===== config.mk =====
export PLATFORM = sky130hd
export DESIGN_NAME = playback_ctrl_flat
export DESIGN_NICKNAME = d
export VERILOG_FILES = /design/src/rtl/playback_ctrl_if.sv /design/src/rtl/playback_ctrl.sv /design/src/flat_wrapper.sv
export SDC_FILE = /design/constraint.sdc
export NUM_CORES = 1
export LEC_CHECK = 0
export CAP_MARGIN = 20
export CELL_PAD_IN_SITES_DETAIL_PLACEMENT = 0
export CELL_PAD_IN_SITES_GLOBAL_PLACEMENT = 1
export CORE_MARGIN = 8
export CORE_UTILIZATION = 35
export CTS_BUF_LIST = sky130_fd_sc_hd__clkbuf_4 sky130_fd_sc_hd__clkbuf_8
export CTS_CLUSTER_DIAMETER = 40
export DETAILED_ROUTE_END_ITERATION = 7
export GPL_ROUTABILITY_DRIVEN = 1
export PLACE_DENSITY_LB_ADDON = 0.25
export SLEW_MARGIN = 25
export SYNTH_ARGS = -nofsm -noshare
export SYNTH_HDL_FRONTEND = slang
export SYNTH_SLANG_ARGS = --single-unit

===== constraint.sdc =====
create_clock -name i_clk -period 10.7 [get_ports i_clk]
set_clock_uncertainty 0.15 [all_clocks]
set_input_delay 1.07 -clock i_clk [delete_from_list [all_inputs] [get_ports i_clk]]
set_output_delay 1.07 -clock i_clk [all_outputs]
set_load 0.1 [all_outputs]

===== src/rtl/playback_ctrl_if.sv =====
// playback_ctrl_if
//   Bundles the player-FSM controls, the interpolator/DAC handshakes and the
//   SRAM address for the playback sequencer.
//   master : player side (drives the i_* controls, observes the o_* results)
//   slave  : playback_ctrl itself
//   i_start/i_pause/i_stop  one-cycle control pulses
//   i_mode/i_speed          1=fast/0=slow, speed factor (clamped 1..8)
//   i_end_addr              last valid sample address (inclusive)
//   i_dac_req               one pulse per DAC output sample slot
//   o_sram_addr             sample address to SRAM
//   o_intp_valid            interpolator latches SRAM data
//   o_phase                 slow-mode sub-sample phase
//   o_out_valid             interpolator output is current
//   o_playing/o_done/o_underrun  status
interface playback_ctrl_if;
   logic        i_start;
   logic        i_pause;
   logic        i_stop;
   logic        i_mode;
   logic [3:0]  i_speed;
   logic [19:0] i_end_addr;
   logic        i_dac_req;
   logic [19:0] o_sram_addr;
   logic        o_intp_valid;
   logic [2:0]  o_phase;
   logic        o_out_valid;
   logic        o_playing;
   logic        o_done;
   logic        o_underrun;

   modport master (
      output i_start, i_pause, i_stop, i_mode, i_speed, i_end_addr, i_dac_req,
      input  o_sram_addr, o_intp_valid, o_phase, o_out_valid, o_playing,
             o_done, o_underrun
   );

   modport slave (
      input  i_start, i_pause, i_stop, i_mode, i_speed, i_end_addr, i_dac_req,
      output o_sram_addr, o_intp_valid, o_phase, o_out_valid, o_playing,
             o_done, o_underrun
   );
endinterface


===== src/rtl/playback_ctrl.sv =====
// playback_ctrl
//   Playback sequencer: walks SRAM sample addresses at fast (skip S) or slow
//   (S interpolated phases per sample) speed, one step per DAC sample slot.
//   Ports:
//     i_clk    system clock
//     i_rst_n  asynchronous reset, active low
//     bus      playback_ctrl_if.slave (controls, SRAM address, strobes)
//   All outputs are registered.
module playback_ctrl (
   input  logic             i_clk,
   input  logic             i_rst_n,
   playback_ctrl_if.slave   bus
);

   typedef enum logic [2:0] {
      S_IDLE,
      S_FETCH,
      S_LOAD,
      S_WAIT,
      S_PAUSE
   } state_t;

   state_t      state;
   logic [19:0] addr;
   logic [2:0]  phase;
   logic [3:0]  spd;
   logic        fast;
   logic        prime;
   logic        intp_q;
   logic        out_q;
   logic        play_q;
   logic        done_q;
   logic        under_q;

   logic [3:0]  speed_clamp;
   logic [20:0] end_ext;
   logic [20:0] fast_next;
   logic [20:0] slow_next;
   logic        last_phase;

   always_comb begin
      speed_clamp = bus.i_speed;
      if (bus.i_speed == '0)
         speed_clamp = 4'd1;
      else if (bus.i_speed > 4'd8)
         speed_clamp = 4'd8;
   end

   // 21-bit sums so a step past 0xFFFFF is seen as beyond the end address
   assign end_ext    = {1'b0, bus.i_end_addr};
   assign fast_next  = {1'b0, addr} + {17'd0, spd};
   assign slow_next  = {1'b0, addr} + 21'd1;
   assign last_phase = ({1'b0, phase} == (spd - 4'd1));

   always_ff @(posedge i_clk or negedge i_rst_n) begin
      if (!i_rst_n) begin
         state   <= S_IDLE;
         addr    <= '0;
         phase   <= '0;
         spd     <= 4'd1;
         fast    <= 1'b0;
         prime   <= 1'b0;
         intp_q  <= 1'b0;
         out_q   <= 1'b0;
         play_q  <= 1'b0;
         done_q  <= 1'b0;
         under_q <= 1'b0;
      end else begin
         intp_q  <= 1'b0;
         out_q   <= 1'b0;
         done_q  <= 1'b0;
         under_q <= 1'b0;
         if (bus.i_stop && (state != S_IDLE)) begin
            state  <= S_IDLE;
            addr   <= '0;
            phase  <= '0;
            prime  <= 1'b0;
            play_q <= 1'b0;
         end else begin
            case (state)
               S_IDLE: begin
                  if (bus.i_start) begin
                     addr   <= '0;
                     phase  <= '0;
                     spd    <= speed_clamp;
                     fast   <= bus.i_mode;
                     prime  <= 1'b1;
                     state  <= S_FETCH;
                     play_q <= 1'b1;
                  end
               end
               S_FETCH: begin
                  under_q <= bus.i_dac_req;
                  intp_q  <= 1'b1;
                  state   <= S_LOAD;
               end
               S_LOAD: begin
                  under_q <= bus.i_dac_req;
                  prime   <= 1'b0;
                  // slow start loads both interpolator taps before waiting
                  if (prime && !fast && (addr < bus.i_end_addr)) begin
                     addr  <= addr + 20'd1;
                     state <= S_FETCH;
                  end else begin
                     state <= S_WAIT;
                  end
               end
               S_WAIT: begin
                  if (bus.i_pause) begin
                     state  <= S_PAUSE;
                     play_q <= 1'b0;
                  end else if (bus.i_dac_req) begin
                     out_q <= 1'b1;
                     if (fast) begin
                        if (fast_next > end_ext) begin
                           done_q <= 1'b1;
                           state  <= S_IDLE;
                           play_q <= 1'b0;
                        end else begin
                           addr  <= fast_next[19:0];
                           state <= S_FETCH;
                        end
                     end else if (!last_phase) begin
                        phase <= phase + 3'd1;
                     end else begin
                        phase <= '0;
                        if (slow_next > end_ext) begin
                           done_q <= 1'b1;
                           state  <= S_IDLE;
                           play_q <= 1'b0;
                        end else begin
                           addr  <= slow_next[19:0];
                           state <= S_FETCH;
                        end
                     end
                  end
               end
               S_PAUSE: begin
                  // resume keeps the address and the loaded taps: no refetch
                  if (bus.i_start) begin
                     spd    <= speed_clamp;
                     fast   <= bus.i_mode;
                     phase  <= '0;
                     state  <= S_WAIT;
                     play_q <= 1'b1;
                  end
               end
               default: state <= S_IDLE;
            endcase
         end
      end
   end

   assign bus.o_sram_addr  = addr;
   assign bus.o_phase      = phase;
   assign bus.o_intp_valid = intp_q;
   assign bus.o_out_valid  = out_q;
   assign bus.o_playing    = play_q;
   assign bus.o_done       = done_q;
   assign bus.o_underrun   = under_q;

endmodule


===== src/flat_wrapper.sv =====
// flat-port wrapper written by rule: the top's interface ports become plain ports
module playback_ctrl_flat 
  (i_clk, i_rst_n, bus_i_start, bus_i_pause, bus_i_stop, bus_i_mode, bus_i_speed, bus_i_end_addr, bus_i_dac_req, bus_o_sram_addr, bus_o_intp_valid, bus_o_phase, bus_o_out_valid, bus_o_playing, bus_o_done, bus_o_underrun);
  playback_ctrl_if bus_i ();
  input  logic i_clk;
  input  logic i_rst_n;
  input wire logic [$bits(bus_i.i_start)-1:0] bus_i_start;
  input wire logic [$bits(bus_i.i_pause)-1:0] bus_i_pause;
  input wire logic [$bits(bus_i.i_stop)-1:0] bus_i_stop;
  input wire logic [$bits(bus_i.i_mode)-1:0] bus_i_mode;
  input wire logic [$bits(bus_i.i_speed)-1:0] bus_i_speed;
  input wire logic [$bits(bus_i.i_end_addr)-1:0] bus_i_end_addr;
  input wire logic [$bits(bus_i.i_dac_req)-1:0] bus_i_dac_req;
  output wire logic [$bits(bus_i.o_sram_addr)-1:0] bus_o_sram_addr;
  output wire logic [$bits(bus_i.o_intp_valid)-1:0] bus_o_intp_valid;
  output wire logic [$bits(bus_i.o_phase)-1:0] bus_o_phase;
  output wire logic [$bits(bus_i.o_out_valid)-1:0] bus_o_out_valid;
  output wire logic [$bits(bus_i.o_playing)-1:0] bus_o_playing;
  output wire logic [$bits(bus_i.o_done)-1:0] bus_o_done;
  output wire logic [$bits(bus_i.o_underrun)-1:0] bus_o_underrun;
  assign bus_i.i_start = bus_i_start;
  assign bus_i.i_pause = bus_i_pause;
  assign bus_i.i_stop = bus_i_stop;
  assign bus_i.i_mode = bus_i_mode;
  assign bus_i.i_speed = bus_i_speed;
  assign bus_i.i_end_addr = bus_i_end_addr;
  assign bus_i.i_dac_req = bus_i_dac_req;
  assign bus_o_sram_addr = bus_i.o_sram_addr;
  assign bus_o_intp_valid = bus_i.o_intp_valid;
  assign bus_o_phase = bus_i.o_phase;
  assign bus_o_out_valid = bus_i.o_out_valid;
  assign bus_o_playing = bus_i.o_playing;
  assign bus_o_done = bus_i.o_done;
  assign bus_o_underrun = bus_i.o_underrun;
  playback_ctrl u_core (.i_clk(i_clk), .i_rst_n(i_rst_n), .bus(bus_i));
endmodule

==> results by group, run 1 <==
Drt
  • Post-route DRC: 0
  • Wire length after detailed routing: 12.4 mm
  • DR pass1 iterations: 5
  • Vias after detailed routing: 3,875
  • Drt via density: 5.54
  • Wirelength per Cell: 17.8 um
  • Number of design-rule violations left by the first detailed-router iteration: 256
  • Remaining number of nets flagged by the antenna check after routing: 0

Global route
  • Maximum number of pins on one net before global-route repair: 38
  • Via count of the first global-routing pass: 3,949
  • Most Used Layer, Global Route: met2
  • Met2 routing resource usage after global routing: 26.4%
  • GRT met1 Usage: 20.1%
  • All-layer global routing usage: 15.7%
  • Antenna violations before repair: 0
  • Met3 track utilization from global routing: 2.93%
  • Leftover overflow at the end of global routing: 0
  • Global-route wire length before repair: 20.3 mm

Placement
  • Gp weighted congestion: 0.836
  • Detailed Place HPWL: 9.63 mm
  • IO buf count: 58

Clocking
  • Bufs on Longest Clock Path: 2
  • Number of setup buffers added after CTS: 0
  • Clk root buf: sky130_fd_sc_hd__clkbuf_8
  • Cts bufs inserted: 5
  • Hold-fix buffers, CTS: 0
  • CTS HTree Levels: 2
  • CTS tree: yes
  • Clock slew seen by the registers of the worst setup and hold paths: 80 ps
  • Latest clock arrival within the worst-skew pair: 300 ps
  • CTS sink cnt: 37
  • Number of resized instances in the post-cts repair step: 0

Critical path
  • Arrival time of data at the critical path endpoint: 5720 ps
  • Cells traversed along the worst timing path: ha_1 > fa_1 > a21o_1 > a21oi_1 > nand2b_1 > nor2_1 > xor2_1 > ha_1 > nand4_1 > nor3_1 > o221ai_1 > nand3b_1 > a21oi_1 > a211oi_4 > or2_1 > o41ai_1
  • Element type at the critical path end: register
  • Crit path max-delay cell type: sky130_fd_sc_hd__a211oi_4
  • Depth of the worst register-to-register path: 16
  • Worst setup path category: reg -> reg
  • Bufs and invs on worst path: 0
  • FF-to-FF Start: u_core.bus.o_sram_addr[0]$_DFFE_PN0P_
  • Setup slack, reg-to-reg: 4980 ps
  • Capture instance of the worst register-to-register path: u_core.bus.o_sram_addr[12]$_DFFE_PN0P_
  • Top fanout value on the critical path: 23
  • Critical path startpoint category: register
  • Data required time of the critical path: 10,700 ps
  • Maximum cell stage delay along the critical path: 790 ps
  • Kind of cell with the highest combined delay on the critical path: compound AO/OA/AOI/OAI gates

Status
  • Run status: finished, final reports clean

Pwr
  • Static power due to leakage: 2.35 nW
  • Power per unit of standard cell area: 165 mW/mm2
  • Peak ir drop on the vdd network: 127 uV

Logic synthesis
  • Primary flip-flop cell chosen by synthesis mapping: sky130_fd_sc_hd__dfrtp_1
  • Share of synthesized area spent on multiplexers: 2.00%
  • EDFF count, synth: 0
  • Post-synthesis async set-or-reset flop share: 100%
  • Post-synthesis simple-gate area fraction: 20.8%
  • Adder and majority cell fraction of the synthesized area: 20.5%
  • Unique cell type count in the Yosys netlist: 64
  • Netlist area before placement: 0.00420 mm2
  • Parity-gate share of the synthesized area counting xor and xnor cells: 8.98%
  • Yosys warning count: 0
  • Synthesized-area fraction occupied by ao, oa, aoi and oai cells: 20.0%
  • Post-synthesis net count: 610
  • Average cell area after synthesis: 8.21 um2
  • Register bit total from synthesis: 37
  • Largest family of logic cells by synthesized area: simple AND/OR/NAND/NOR gates
  • Gate count of the mapped netlist: 511
  • Sequential fraction of the synthesis area: 22.1%

Timing
  • Final count of hold timing violations: 0
  • Transition at the pin with the smallest max-transition slack: 989 ps
  • Final min period: 5720 ps
  • Final cycle utilization of the critical path: 53.4%
  • Maximum clock frequency: 0.175 GHz
  • Number of setup violations in the final report: 0
  • Max-slew violation total from the final report: 0
  • Slew Limit Headroom: 33.8%
  • Setup TNS Final: 0 ps
  • Setup repair after global routing missed its margin: false

Cells and area
  • Fin nets: 650
  • Share of post-route cells with drive strength above 1: 3.80%
  • Area delta synth->final: 17.4%
  • Antenna cell count: 0
  • Final cell utilization of the core: 41.5%

Worst hold path
  • Instance count along the most critical hold path: 2
  • Hold_sp: u_core.spd[0]$_DFFE_PN1P_
  • Worst min-delay path category: reg -> reg
  • WHS Endpoint: u_core.spd[0]$_DFFE_PN1P_

Floorplanning
  • Top Ports: 59
  • Die Wd: 125 um
  • Area of the die: 0.0157 mm2
  • Floorplan die height: 125 um
  • Core Rows: 40
  • Standard cell core area: 0.0119 mm2
  • Initial core utilization: 35.4%

Run
  • Max-capacitance violation count: 0
[state kept, by name (all words and copies together) (netlist names)]
| name | flops |
|---|---|
| u_core.spd | 4 |
| u_core.bus.o_done | 1 |
| u_core.fast | 1 |
| u_core.bus.o_underrun | 1 |
| u_core.bus.o_playing | 1 |
| u_core.bus.o_intp_valid | 1 |
| u_core.bus.o_phase | 3 |
| u_core.state | 3 |
| u_core.bus.o_sram_addr | 20 |
| u_core.prime | 1 |
| u_core.bus.o_out_valid | 1 |
[final cells by class]
class / instances / area [um2]
Inverter: 33 / 124
Tap cell: 147 / 184
Timing Repair Buffer: 58 / 576
Sequential cell: 37 / 927
Clock inverter: 2 / 10.0
Clock buffer: 6 / 76.3
Multi-Input combinational cell: 416 / 3030
Fill cell: 1239 / 6930
[Yosys cell counts, drive strengths merged (2+ instances only)]
cell type | n | area share [%]
o211ai | 2 | 0.36
dfrtp | 36 | 21
mux2 | 3 | 0.81
and2 | 5 | 0.75
a22o | 2 | 0.42
xor2 | 20 | 4.2
a21oi | 28 | 3.3
nand4 | 11 | 1.8
and4 | 4 | 0.83
a211oi | 4 | 1.1
o32ai | 4 | 1.0
a221o | 2 | 0.48
a31oi | 3 | 0.45
a21o | 11 | 2.0
nor3 | 12 | 1.4
nand2b | 9 | 1.3
o41ai | 7 | 1.5
o2111ai | 2 | 0.42
and3 | 6 | 0.89
or2 | 3 | 0.45
o221ai | 2 | 0.42
o31ai | 15 | 2.7
xnor2 | 23 | 4.8
nor2 | 49 | 4.4
clkbuf | 19 | 1.7
nor2b | 5 | 0.75
o21ai | 28 | 3.3
mux2i | 5 | 1.2
or4 | 2 | 0.36
nor4 | 2 | 0.45
buf | 6 | 0.98
nand3 | 21 | 2.5
ha | 67 | 20
nand2 | 37 | 3.3
a211o | 2 | 0.42
inv | 33 | 3.0
o21bai | 2 | 0.36
nor4b | 2 | 0.42
nand3b | 2 | 0.36
[metrics by stage]
stage	cells	total power, mW	setup WS, ps	area, um2	hold WS (ps)
2_1_floorplan	511	0.582	5760	4200	330
3_3_place_gp	691	0.705	5000	4840	358
3_5_place_dp	691	0.711	5030	4840	356
4_1_cts	699	0.816	5010	4930	366
5_1_grt	699	0.878	4730	4930	404
6_report	699	0.815	4980	4930	361
[report_power, final]
group,switching [mW],internal (mW)
combinational,0.325,0.161
clock,0.0570,0.0479
sequential,0.0559,0.168
total,0.438,0.376
[metal layers]
| layer | vias to the layer above | share of wire [%] |
|---|---|---|
| li1 | 1930 | - |
| met1 | 1844 | 47 |
| met2 | 87 | 48 |
| met3 | 14 | 4.3 |
| met4 | 0 | 1.7 |
| met5 | - | 0 |
[worst min-delay path, cell delays in order, from the launching register on]
cell                      delay [ps]
sky130_fd_sc_hd__dfstp_2         400
sky130_fd_sc_hd__nand2_1          60
sky130_fd_sc_hd__o31ai_1          60
[logic make-up (layout without fill, tap and decap cells)]
group | after synthesis | count (layout)
AND/OR/NAND/NOR | 174 | 174
AO/OA/AOI/OAI | 123 | 123
adder cells (fa/ha/maj) | 68 | 68
buffers and inverters | 58 | 99
XOR/XNOR | 43 | 43
flip-flops | 37 | 37
multiplexers | 8 | 8
[layout by cell type (no fill, tap or decap), drive strengths merged, types with 7 or more instances in the layout]
master,count
ha,67
clkdlybuf4s50,57
nor2,49
nand2,37
dfrtp,36
inv,33
a21oi,28
o21ai,28
xnor2,23
nand3,21
xor2,20
o31ai,15
nor3,12
a21o,11
nand4,11
nand2b,9
o41ai,7
[worst max-delay path by stage]
stage | startpoint | end | slack [ps] | cells past startpoint
2_1_floorplan | u_core.bus.o_sram_addr[0]$_DFFE_PN0P_ | u_core.bus.o_sram_addr[15]$_DFFE_PN0P_ | 5760 | 19
3_3_place_gp | u_core.bus.o_sram_addr[0]$_DFFE_PN0P_ | u_core.bus.o_sram_addr[9]$_DFFE_PN0P_ | 5000 | 16
3_5_place_dp | u_core.bus.o_sram_addr[0]$_DFFE_PN0P_ | u_core.bus.o_sram_addr[12]$_DFFE_PN0P_ | 5030 | 16
4_1_cts | u_core.bus.o_sram_addr[0]$_DFFE_PN0P_ | u_core.bus.o_sram_addr[12]$_DFFE_PN0P_ | 5010 | 16
5_1_grt | u_core.bus.o_sram_addr[0]$_DFFE_PN0P_ | u_core.bus.o_sram_addr[12]$_DFFE_PN0P_ | 4730 | 16
6_report | u_core.bus.o_sram_addr[0]$_DFFE_PN0P_ | u_core.bus.o_sram_addr[12]$_DFFE_PN0P_ | 4980 | 16
No activity file was read; power rests on OpenSTA's default activity.
==> inputs of run 2 (changes only) <==
Clock period 10.7 ns to 4.6 ns, I/O delays scaled along.
==> results by group, run 2 (synthesis results as in run 1) <==
Timing
  • Final setup margin: 184 ps (-4800 ps)
  • Transition at the pin with the smallest max-transition slack: 1170 ps (+178 ps)
  • Final count of hold timing violations: 0 (unchanged)
  • Number of setup violations in the final report: 0 (unchanged)
  • Final cycle utilization of the critical path: 96.0% (+43 points)
  • Maximum clock frequency: 0.226 GHz (+29%)
  • Final min period: 4420 ps (-1300 ps)
  • Setup TNS Final: 0 ps (unchanged)
  • Slew Limit Headroom: 22.0% (-12 points)
  • Max-slew violation total from the final report: 0 (unchanged)

Cells and area
  • Share of post-route cells with drive strength above 1: 10.7% (+6.9 points)
  • Filler cells: 1,198 (-3.3%)
  • Most common library cell in the layout ignoring fill and taps: sky130_fd_sc_hd__ha_1
  • Final cell count without fillers: 717 (+2.6%)
  • Antenna cell count: 0 (unchanged)
  • Number of flip-flops in the largest register: 20 (unchanged)
  • Fin area: 0.00518 mm2 (+5.1%)
  • Most used cells in the layout excluding fill and tap cells: 66 x sky130_fd_sc_hd__ha_1, 57 x sky130_fd_sc_hd__clkdlybuf4s50_1, 48 x sky130_fd_sc_hd__nor2_1
  • Fin nets: 668 (+2.8%)
  • Area delta synth->final: 23.4%

Critical path
  • Element type at the critical path end: register
  • Capture instance of the worst register-to-register path: u_core.bus.o_sram_addr[3]$_DFFE_PN0P_
  • Crit path max-delay cell type: sky130_fd_sc_hd__dfrtp_4
  • Data required time of the critical path: 4630 ps (-6070 ps)
  • Worst setup path category: reg -> reg
  • Critical path startpoint category: register
  • Top fanout value on the critical path: 9 (-61%)
  • FF-to-FF Start: u_core.bus.o_sram_addr[0]$_DFFE_PN0P_
  • Maximum cell stage delay along the critical path: 480 ps (-310 ps)
  • Arrival time of data at the critical path endpoint: 4450 ps (-1270 ps)
  • Depth of the worst register-to-register path: 17 (+1)
  • Critical Path Most Common Cell: sky130_fd_sc_hd__nand4_1
  • Cells traversed along the worst timing path: ha_2 > fa_2 > a21o_1 > a21oi_2 > nand2b_1 > nor2_1 > xor2_1 > ha_1 > nand4_1 > nor3_2 > nand4_1 > mux2_2 > a21oi_4 > a211oi_4 > or2_1 > buf_4 > o41ai_1
  • Setup slack, reg-to-reg: 180 ps (-4800 ps)

Global route
  • Global-route wire length before repair: 21.4 mm (+5.6%)
  • Maximum number of pins on one net before global-route repair: 38 (unchanged)
  • Via count of the first global-routing pass: 4,115 (+4.2%)
  • Antenna violations before repair: 0 (unchanged)
  • All-layer global routing usage: 16.6% (+0.99 points)
  • Leftover overflow at the end of global routing: 0 (unchanged)

Floorplanning
  • Top Ports: 59 (unchanged)
  • Core Rows: 40 (unchanged)
  • Standard cell core area: 0.0119 mm2 (unchanged)
  • Area of the die: 0.0157 mm2 (unchanged)
  • Floorplan die height: 125 um (unchanged)
  • Initial core utilization: 35.4% (unchanged)
  • Die Wd: 125 um (unchanged)

Pwr
  • Switching Fraction: 53.7% (-0.11 points)
  • Peak ir drop on the vdd network: 383 uV (+200%)
  • Combinational cell fraction of total power: 62.6% (+2.9 points)
  • Internal power component: 940 uW (+150%)
  • Static power due to leakage: 2.48 nW (+5.8%)
  • Power per unit of standard cell area: 392 mW/mm2 (+140%)
  • Share of total power in the clock network: 12.4% (-0.5 points)
  • Sw power: 1.09 mW (+150%)
  • Seq pwr share: 25.0% (-2.5 points)

Clocking
  • Latest clock arrival within the worst-skew pair: 300 ps (about the same)
  • Clock slew seen by the registers of the worst setup and hold paths: 90 ps (about the same)
  • Number of setup buffers added after CTS: 0 (unchanged)
  • Cts bufs inserted: 5 (unchanged)
  • Bufs on Longest Clock Path: 2 (unchanged)
  • CTS tree: yes
  • Clk root buf: sky130_fd_sc_hd__clkbuf_8
  • CTS sink cnt: 37 (unchanged)
  • CTS HTree Levels: 2 (unchanged)

Drt
  • Wirelength per Cell: 18.1 um (+2.0%)
  • Remaining number of nets flagged by the antenna check after routing: 0 (unchanged)
  • Post-route DRC: 0 (unchanged)
  • Wire length after detailed routing: 13.0 mm (+4.6%)
  • Drt via density: 5.64 (+1.7%)
  • Vias after detailed routing: 4,042 (+4.3%)
  • DR pass1 iterations: 4 (-1)
  • Number of design-rule violations left by the first detailed-router iteration: 232 (-9.4%)

Placement
  • Gp weighted congestion: 0.893 (+6.8%)
  • Post-Place Cell Area: 0.00499 mm2 (+3.1%)
  • Number of cells after detailed placement: 709 (+2.6%)
  • IO buf count: 58 (unchanged)
  • DP Worst Slack: -26.6 ps (-5050 ps)
  • Detailed Place HPWL: 10.1 mm (+5.1%)

Run
  • Max-capacitance violation count: 0 (unchanged)

Status
  • Run status: finished, final reports clean

Worst hold path
  • Worst min-delay path category: in -> async
## run 2: changes by cell type in the layout (fill, tap and decap cells not counted), sizes merged
cell / previous run / this run
buf: 1 / 19
clkbuf: 6 / 5
clkinv: 2 / 1
clkinvlp: 0 / 1
inv: 33 / 34
## run 2: area by class of cell
cell class                 count  area [um2]  share of cell area, %
multi-input combinational    416        3120                   60.3
timing repair buffer          76         711                   13.7
clock inverter                 3        25.0                  0.483
inverter                      33         124                   2.39
sequential                    37         941                   18.2
tap                          147         184                   3.55
clock buffer                   5        68.8                   1.33
## run 2: layer usage
layer / up-vias / GRT usage [%] / wire, um
li1: 1974 / - / -
met1: 1948 / 20.5 / 5790
met2: 104 / 28.8 / 6350
met3: 16 / 3.40 / 713
met4: 0 / 4.30 / 156
met5: - / 0 / 0
## run 2: power groups by stage
stage                     Combinational (mW)  Clock [mW]  Sequential [mW]
after floorplan                        0.685           0            0.675
after global placement                  1.21           0            0.509
after detailed placement                1.22           0            0.512
after CTS                               1.23       0.261            0.506
after global routing                    1.39       0.273            0.520
final                                   1.27       0.251            0.508
## run 2: repair_timing
item,4_1_cts,5_1_grt
resized for setup,1,15
pin swaps,0,2
hold buffers,0,0
setup endpoints to repair,6,20
## run 2: worst max-delay path, delay by kind of cell, from the launching register on
family,cells,cell delay (ps)
xor+xnor,1,170
mux,1,290
buf+inv,1,190
flops,1,480
simple gates,6,1040
compound gates,5,1010
fa+ha+maj,3,940
## run 2: through the flow
stage / utilization (%) / power (mW) / hold slack (ps)
floorplan: - / 1.36 / 14.4
global placement: 42.1 / 1.72 / 381
detailed placement: 42.1 / 1.73 / 391
CTS: 42.9 / 2.00 / 158
global route: 43.6 / 2.18 / 188
finish: 43.6 / 2.03 / 137
## run 2: worst max-delay path by stage
stage,slack (ps),startpoint,end
after floorplan,50,u_core.bus.o_sram_addr[12]$_DFFE_PN0P_,u_core.bus.o_sram_addr[15]$_DFFE_PN0P_
after global placement,130,u_core.spd[0]$_DFFE_PN1P_,u_core.bus.o_sram_addr[12]$_DFFE_PN0P_
after detailed placement,-30,u_core.spd[0]$_DFFE_PN1P_,u_core.bus.o_sram_addr[4]$_DFFE_PN0P_
after CTS,4,u_core.spd[0]$_DFFE_PN1P_,u_core.bus.o_sram_addr[4]$_DFFE_PN0P_
after global routing,-8,u_core.bus.o_sram_addr[0]$_DFFE_PN0P_,u_core.bus.o_sram_addr[11]$_DFFE_PN0P_
final,180,u_core.bus.o_sram_addr[0]$_DFFE_PN0P_,u_core.bus.o_sram_addr[3]$_DFFE_PN0P_
==> edit: new RTL, config.mk and constraints of run 1 <==
Reset style: synchronous (`i_rst_n`), changed in one clocked block. Comments in the files are not updated.
--- a/src/rtl/playback_ctrl.sv
+++ b/src/rtl/playback_ctrl.sv
@@ -52,7 +52,7 @@
    assign slow_next  = {1'b0, addr} + 21'd1;
    assign last_phase = ({1'b0, phase} == (spd - 4'd1));
 
-   always_ff @(posedge i_clk or negedge i_rst_n) begin
+   always_ff @(posedge i_clk) begin
       if (!i_rst_n) begin
          state   <= S_IDLE;
          addr    <= '0;
Behaviour: differs if i_rst_n is asserted again (counterexample within 4 cycles, from zero or initial values and one cycle with i_rst_n low); with i_rst_n held inactive, the same outputs for 4 cycles.
==> edit against run 1 <==
Synthesized area increased by 6.3%; maximum frequency increased by 4.0%; cell area increased by 5.5%; non-clock buffer count increased by 1; sequential cell count unchanged; wire length increased by 22%; setup slack improved by 0.22 ns; synthesized cell count increased by 11%.
Power is not compared: it rests on default switching activity, and its combinational part moved more than twofold at a synthesized area within 25%.
==> edit: results <==
metrics = {
    "status": {
        "outcome": "finished clean",
    },
    "worst_setup_path": {
        "reg2reg_depth": 16,
        "startpoint": "u_core.bus.o_sram_addr[2]",
        "cpMaxStageDelayCell": "o21ai_2",
        "r2r_end": "u_core.bus.o_sram_addr[19]",
        "arrival_ns": 5.55,
        "crit_fanout": 19,
        "r2r_setup_slack_ns": 5.20,
        "cpPeakStageDelay_ns": 0.73,
        "critical-path-top-delay-family": "simple AND/OR/NAND/NOR gates",
        "criticalPathCategory": "flop to flop",
    },
    "cells_and_area": {
        "nFillCells": 1352,
        "largest_reg_flops": 20,
        "fin_nets": 701,
        "drive_gt1_frac": 0.0614,
        "diodes": 0,
    },
    "hold_path": {
        "holdPathStages": 2,
        "hold_end": "u_core.prime",
        "hold_start": "u_core.prime",
        "hold_path.class": "flop to flop",
    },
    "yosys": {
        "yosys_warnings": 0,
        "synthTopCellsByArea": "ha_1 (19%), dfxtp_1 (17%), nand2_1 (4.8%)",
        "ys_types": 80,
        "syn-num-nets": 664,
        "yosys-top-cells-count": "ha_1 (67), nand2_1 (57), nor2_1 (41)",
        "synthArstFlopShare": 0,
        "synth_flop_cell": "dfxtp_1",
        "ys_seq_area_frac": 0.166,
    },
    "place": {
        "io_buffers": 58,
        "dp_hpwl_mm": 11.8,
        "placed_cell_area_sq_um": 5100,
        "gp_congestion": 0.984,
    },
    "clock_tree": {
        "root_buffer": "clkbuf_8",
        "cts_buffers": 5,
        "post_cts_resized": 0,
        "clk_pin_slew_ns": 0.08,
        "h-tree-depth": 2,
        "postCtsSetupRepairBufs": 0,
        "worstSkewPairLatency_ns": 0.30,
        "cts_max_path_buffers": 2,
    },
    "drt": {
        "vias_per_cell": 5.65,
        "drtIter0Drc": 322,
        "wl_mm": 15.2,
        "firstDrtPassIters": 6,
    },
    "grt": {
        "antenna_found_initial": 0,
        "grt_use_total": 0.182,
        "grt_max_degree": 23,
        "grt_pass1_wl_mm": 23.9,
        "grt_pass1_vias": 4370,
    },
    "power_and_ir_drop": {
        "ir_drop_mv": 0.0891,
        "power.static_leakage_uw": 0.00232,
    },
    "sta": {
        "slew-limit-headroom": 0.288,
    },
}
==> edit: cell types whose count changed after synthesis, moves of 6 or more <==
| cell | change |
|---|---|
| o21ai_0 | -7 |
| dfrtp_1 | -36 |
| nor2_1 | -8 |
| nor4_1 | +6 |
| a221o_1 | +6 |
| dfxtp_1 | +37 |
| nand2_1 | +20 |
| a21oi_1 | +10 |
| o31ai_1 | -11 |
==> edit: final cells by class <==
cell class | instances | area [sq um] | share of cell area
Timing Repair Buffer | 59 | 588 | 0.113
Inverter | 30 | 113 | 0.0217
Tap cell | 172 | 215 | 0.0414
Sequential cell | 37 | 741 | 0.143
Clock inverter | 3 | 22.5 | 0.00433
Multi-Input combinational cell | 469 | 3450 | 0.664
Clock buffer | 5 | 68.8 | 0.0132
==> edit: worst register-to-register path: stages, from the launching register on <==
cell and delay [ns]:
dfxtp_1 0.42, ha_1 0.41, nand2_1 0.06, o21ai_0 0.39, nand2b_1 0.33, nor2_1 0.52, nand2_1 0.13, xnor2_1 0.15
ha_1 0.31, and3_2 0.21, nand4_2 0.17, nor4b_2 0.40, o211ai_1 0.13, a32o_2 0.34, o21ai_2 0.73, nand2_1 0.22
o41ai_1 0.32
==> edit: cells by family (layout without fill, tap and decap cells) <==
family	Yosys count	after routing	synth area share
buffers and inverters	59	97	0.0603
multiplexers	4	4	0.00926
adder cells (fa/ha/maj)	68	68	0.193
AO/OA/AOI/OAI	146	146	0.233
flip-flops	37	37	0.166
XOR/XNOR	42	42	0.0825
AND/OR/NAND/NOR	209	209	0.256
==> edit: stage by stage <==
step	setup slack, ns	util	power, uW	hold WS [ns]	cells
floorplan	5.78	-	285	0.297	565
global placement	5.36	0.408	333	0.326	767
detailed placement	5.31	0.408	335	0.338	767
CTS	5.29	0.415	442	0.360	775
global route	4.90	0.415	465	0.395	775
finish	5.20	0.415	438	0.349	775
==> edit: power breakdown <==
group	total, uW	internal, uW	leakage [uW]	switching (uW)
Clock	105	46.3	0.0000481	58.9
Combinational	175	60.5	0.00197	114
Sequential	159	145	0.000300	13.6
Total	438	252	0.00232	187
==> edit: per-layer routing <==
layer	vias to the layer above	GRT usage	wire length, um	part of all wire
met5	-	0	0	0
met4	0	0.0698	490	0.032
met3	32	0.0314	1010	0.067
met2	158	0.288	6710	0.44
met1	2040	0.241	6990	0.46
li1	2152	-	-	-
